<file path="config.mk">
export PLATFORM = sky130hd
export DESIGN_NAME = fetch_unit
export DESIGN_NICKNAME = d
export VERILOG_FILES = /design/src/rtl/fetch_pkg.sv /design/src/rtl/fetch_buffer.sv /design/src/rtl/fetch_unit.sv
export SDC_FILE = /design/constraint.sdc
export NUM_CORES = 2
export LEC_CHECK = 0
export BUFFER_PORTS_ARGS = -buffer_cell sky130_fd_sc_hd__buf_2
export CORE_ASPECT_RATIO = 0.8
export CORE_MARGIN = 10
export CORE_UTILIZATION = 40
export CTS_CLUSTER_SIZE = 30
export DETAILED_ROUTE_END_ITERATION = 6
export PLACE_DENSITY = 0.57
export SYNTH_ARGS = -nofsm -noshare
export SYNTH_HDL_FRONTEND = slang
export SYNTH_HIERARCHICAL = 1
export SYNTH_SLANG_ARGS = --single-unit
</file>
<file path="constraint.sdc">
create_clock -name clk -period 3.46 [get_ports clk]
set_input_delay 0.173 -clock clk [delete_from_list [all_inputs] [get_ports clk]]
set_output_delay 0.173 -clock clk [all_outputs]
set_load 0.005 [all_outputs]
</file>
<file path="src/rtl/fetch_pkg.sv">
// Shared types for the instruction-fetch stage: fault codes, the NOP used for
// faulting fetches, the default 32-bit fetch-buffer entry and the fetch state.
package fetch_pkg;

  localparam logic [31:0] NOP_INST = 32'h0000_0013;

  typedef enum logic [1:0] {
    FAULT_NONE         = 2'd0,
    FAULT_MISALIGNED   = 2'd1,
    FAULT_OUT_OF_RANGE = 2'd2
  } fetch_fault_e;

  typedef struct packed {
    logic [31:0]  inst;
    logic [31:0]  pc;
    fetch_fault_e fault;
  } fetch_entry_t;

  typedef enum logic {
    ST_RUN,
    ST_HALT
  } fetch_state_e;

endpackage

</file>
<file path="src/rtl/fetch_buffer.sv">
// Synchronous FIFO of fetch entries between the fetch stage and decode.
// Flush empties the queue in one cycle; storage is cleared only by rst.
module fetch_buffer
  import fetch_pkg::*;
#(
  parameter int unsigned DEPTH   = 2,
  parameter type         entry_t = fetch_entry_t
) (
  input  logic                       clk,
  input  logic                       rst,
  input  logic                       push,
  input  logic                       pop,
  input  logic                       flush,
  input  entry_t                     din,
  output logic [$clog2(DEPTH+1)-1:0] count,
  output entry_t                     head
);

  localparam int unsigned CW = $clog2(DEPTH + 1);
  localparam int unsigned PW = (DEPTH > 1) ? $clog2(DEPTH) : 1;

  entry_t          store [DEPTH];
  logic [PW-1:0]   rd_ptr;
  logic [PW-1:0]   wr_ptr;
  logic            do_push;
  logic            do_pop;

  function automatic logic [PW-1:0] ptr_inc(input logic [PW-1:0] p);
    return (p == PW'(DEPTH - 1)) ? '0 : p + PW'(1);
  endfunction

  always_comb begin
    do_pop  = pop & (count != '0) & ~flush;
    // A push into a full queue is accepted only when the head leaves in the same cycle.
    do_push = push & ~flush & ((count != CW'(DEPTH)) | do_pop);
  end

  assign head = store[rd_ptr];

  always_ff @(posedge clk) begin
    if (rst) begin
      rd_ptr <= '0;
      wr_ptr <= '0;
      count  <= '0;
      for (int unsigned i = 0; i < DEPTH; i++) begin
        store[i] <= '0;
      end
    end else if (flush) begin
      rd_ptr <= '0;
      wr_ptr <= '0;
      count  <= '0;
    end else begin
      if (do_push) begin
        store[wr_ptr] <= din;
        wr_ptr        <= ptr_inc(wr_ptr);
      end
      if (do_pop) begin
        rd_ptr <= ptr_inc(rd_ptr);
      end
      case ({do_push, do_pop})
        2'b10:   count <= count + CW'(1);
        2'b01:   count <= count - CW'(1);
        default: count <= count;
      endcase
    end
  end

endmodule

</file>
<file path="src/rtl/fetch_unit.sv">
// Instruction-fetch stage: PC, word-addressed instruction memory, credit-based
// issue into fetch_buffer, redirect/flush. Optional fault checks: FETCH_FAULT_EN.
module fetch_unit
  import fetch_pkg::*;
#(
  parameter int unsigned     XLEN      = 32,
  parameter int unsigned     DEPTH     = 64,
  parameter logic [XLEN-1:0] RESET_PC  = '0,
  parameter int unsigned     BUF_DEPTH = 2
) (
  input  logic                     clk,
  input  logic                     rst,
  input  logic                     imem_we,
  input  logic [$clog2(DEPTH)-1:0] imem_waddr,
  input  logic [XLEN-1:0]          imem_wdata,
  input  logic                     redirect_valid,
  input  logic [XLEN-1:0]          redirect_pc,
  output logic                     inst_valid,
  input  logic                     inst_ready,
  output logic [XLEN-1:0]          inst_data,
  output logic [XLEN-1:0]          inst_pc,
  output logic [1:0]               inst_fault
);

  localparam int unsigned AW         = $clog2(DEPTH);
  localparam int unsigned CW         = $clog2(BUF_DEPTH + 1);
  localparam bit          DEPTH_POW2 = ((1 << AW) == DEPTH);

  typedef struct packed {
    logic [XLEN-1:0] inst;
    logic [XLEN-1:0] pc;
    fetch_fault_e    fault;
  } fetch_word_t;

  logic [XLEN-1:0] mem [DEPTH];
  logic [XLEN-1:0] pc;
  logic [XLEN-1:0] pc_nx;
  fetch_state_e    state;
  fetch_state_e    state_nx;

  logic [XLEN-1:0] word;
  logic [AW-1:0]   rd_idx;
  fetch_fault_e    fault;
  logic            pop;
  logic            issue;
  logic [CW-1:0]   count;
  fetch_word_t     push_entry;
  fetch_word_t     head;

  if (DEPTH_POW2) begin : g_wr_pow2
    always_ff @(posedge clk) begin
      if (imem_we) begin
        mem[imem_waddr] <= imem_wdata;
      end
    end
  end else begin : g_wr_guard
    always_ff @(posedge clk) begin
      if (imem_we && (32'(imem_waddr) < DEPTH)) begin
        mem[imem_waddr] <= imem_wdata;
      end
    end
  end

  always_comb begin
    word   = pc >> 2;
    rd_idx = AW'(word % XLEN'(DEPTH));
    fault  = FAULT_NONE;
`ifdef FETCH_FAULT_EN
    if (pc[1:0] != 2'b00) begin
      fault = FAULT_MISALIGNED;
    end else if (word >= XLEN'(DEPTH)) begin
      fault = FAULT_OUT_OF_RANGE;
    end
`endif
  end

  // The synchronous read lands directly in the FIFO at the edge closing the issue
  // cycle, so the only in-flight read is the current one; redirect drops it via flush.
  always_comb begin
    inst_valid = (count != '0) & ~redirect_valid & ~rst;
    pop        = inst_valid & inst_ready;
    issue      = ~redirect_valid & (state == ST_RUN)
               & ((count < CW'(BUF_DEPTH)) | pop);

    push_entry.inst  = (fault == FAULT_NONE) ? mem[rd_idx] : XLEN'(NOP_INST);
    push_entry.pc    = pc;
    push_entry.fault = fault;

    pc_nx    = pc;
    state_nx = state;
    if (redirect_valid) begin
      pc_nx    = redirect_pc;
      state_nx = ST_RUN;
    end else if (issue) begin
      if (fault != FAULT_NONE) begin
        state_nx = ST_HALT;
      end else begin
        pc_nx = pc + XLEN'(4);
      end
    end
  end

  always_ff @(posedge clk) begin
    if (rst) begin
      pc    <= RESET_PC;
      state <= ST_RUN;
    end else begin
      pc    <= pc_nx;
      state <= state_nx;
    end
  end

  fetch_buffer #(
    .DEPTH   (BUF_DEPTH),
    .entry_t (fetch_word_t)
  ) u_buf (
    .clk   (clk),
    .rst   (rst),
    .push  (issue),
    .pop   (pop),
    .flush (redirect_valid),
    .din   (push_entry),
    .count (count),
    .head  (head)
  );

  assign inst_data  = head.inst;
  assign inst_pc    = head.pc;
  assign inst_fault = head.fault;

endmodule

</file>
==> results.cfg <==
[status]
status = finished clean

[route]
firstDrtPassIters = 6
wirelength_mm = 242
dr_wl_met3_mm = 22.6
routed.top_layer = met5
wl_per_cell_um = 31.9
antenna_left = 0
wl_met2_mm = 108
vias = 44108
viasPerCell = 5.80
met1_length_mm = 107
drc = 0
drt_iter0_drc = 5513

[final_layout]
drive_above_1_share_pct = 29.1
finish.instance_area_um2 = 100000
multi_input_area_um2 = 19400
num-fill-cells = 17792
register_area_um2 = 66300
area_growth_syn_to_layout_pct = 16.4
final_util_pct = 46.8
finalNetCount = 4649
final_cell_mix = edfxtp_1, mux4_2, buf_4, clkbuf_16, mux2i_1
final_cells = 7605
mostFrequentLayoutCell = edfxtp_1

[yosys]
mappedNetlistArea_um2 = 86300
ys_warn_count = 6
ys.flop_type = edfxtp_1
synth.area.top_cells = edfxtp_1, mux4_2, mux2i_1, mux2_2, nor2_1
syn_inst = 4103
syn_avg_cell_area_um2 = 21.0
postSynth.asyncResetShare_pct = 0
synth_edf_count = 2180
synth_top_area_share_pct = 75.9
ys_types = 55
yosys.area.top_type = edfxtp_1
yosysSeqAreaShare_pct = 76.9
ys_ff_latch = 2223

[worst_setup_path]
critPathMaxFanout = 11
reg2regPathDepth = 8
cp-start-kind = register
arrival_ns = 3.99
cp_data_required_time_ns = 4.02
end_kind = register
critPathKind = register to register

[worst_hold_path]
hold_depth = 1
min-delay-path-class = input pin to register

[floorplanning]
die_height_um = 435
core_area_um2 = 215000
dieArea_um2 = 235000
start_util_pct = 40.2
io_pins = 142
chipWidth_um = 539
rows = 152

[sta]
min_period_ns = 3.43
fin_tns_setup_ns = 0
finalClockSkew_ns = 0.0397
rsz0062_at_grt = false
setup_violations = 0
max_freq_ghz = 0.292
finalCritPeriodShare_pct = 99.1
slew_viol_final = 0
hold_viol = 0
slew_headroom_pct = 14.1
tightest_slew_ns = 1.29

[clock_network]
clkLatencyLatePin_ns = 0.87
clkTransAtPathRegs_ns = 0.06
clockBufferDepth = 3
cts_tree = built
clock-sinks = 2223
root_buffer = clkbuf_16
cts_made_buffers = 208
htree_levels = 4

[pwr]
power.density_nw_per_um2 = 565
peakVddDrop_uv = 593
leakage_nw = 31.3

[run]
cap_violations = 0

[placement]
gp_congestion = 0.790
post_dp_cell_area_um2 = 93100
io_buffers = 141
dp_hpwl_mm = 142
dp_cells = 7150

[global_route]
grtUsageTotal_pct = 20.2
gr-total-overflow = 0
grt_max_degree = 72
grt_pass1_wl_mm = 343
grt_pass1_vias = 44048
antenna_found_initial = 19
==> kinds of logic after synthesis <==
group	synth area share [%]
other cells	0.00435
flops	76.9
simple gates	2.77
compound gates	2.95
mux	15.8
fa+ha+maj	0.0145
xor+xnor	0.305
buf+inv	1.32
==> cells in the mapped netlist, types with 16 or more instances <==
master	number
edfxtp_1	2180
buf_2	88
mux2_2	88
nand2_1	49
a21oi_1	40
nand2b_1	81
or3_1	21
a211oi_1	37
o221ai_1	32
buf_4	20
o211ai_1	28
a31oi_1	28
dfxtp_1	43
nor2b_1	22
mux2i_1	202
nand3_1	21
xnor2_1	18
clkbuf_1	113
buf_1	16
a22oi_1	98
mux4_2	470
nor2_1	244
o21ai_0	19
==> metrics by stage <==
stage / hold WS (ns) / power, mW / worst slack (ns)
detailed placement: 0.375 / 34.8 / 0.0777
global placement: 0.367 / 34.7 / 0.0446
finish: 0.0650 / 56.7 / 0.0302
CTS: 0.0259 / 57.1 / 0.0636
global route: 0.0574 / 58.5 / 0.0365
floorplan: 0.252 / 32.7 / 0.133
==> where the power goes <==
group          internal, mW  total [mW]  switching (mW)
combinational          1.72        4.26            2.55
sequential             29.8        30.0           0.146
clock                  12.5        22.5            9.99
==> final cells by class <==
cell class	count	share of cell area (%)
timing repair buffer	500	4.45
antenna	6	0.0150
inverter	5	0.0187
sequential	2223	66.1
multi-input combinational	1635	19.3
clock inverter	131	1.11
clock buffer	256	5.49
tap	2849	3.55
==> worst paths after layout <==
check / from / slack, ns / endpoint
setup / recovery: register / 0.03 / u_buf/store[0][35]
hold / removal: imem_wdata[12] / 0.07 / mem[26][12]
setup reg to reg: register / 0.03 / u_buf/store[0][35]
hold reg to reg: u_buf/rd_ptr / 0.57 / register
==> registers in the layout (all words and copies together), names as in the netlist, named ones only <==
signal and cells:
mem 2048, u_buf/wr_ptr 1, u_buf/rd_ptr 1, pc 32
u_buf/store 132, u_buf/count 2
==> per-layer routing <==
layer / vias to the layer above / GRT usage, %
met3: 286 / 4.56
met2: 1996 / 30.1
met5: - / 0
met4: 4 / 4.07
li1: 18050 / -
met1: 23772 / 30.6
==> repair_timing <==
action / 4_1_cts / 5_1_grt
endpoints found under the hold margin: 511 / 0
endpoints found under the setup margin: 0 / 9
hold buffers: 62 / 0
gates resized for setup: 0 / 3
setup buffers: 0 / 0
==> critical path, stage by stage (launching register included) <==
cell,delay [ns]
dfxtp_1,0.94
nor2b_2,0.74
buf_4,0.41
a22oi_1,0.39
nand2_1,0.22
a21oi_1,0.09
nand2b_1,0.14
buf_12,0.14
nor2_1,0.04
No activity file was read; power rests on OpenSTA's default activity.
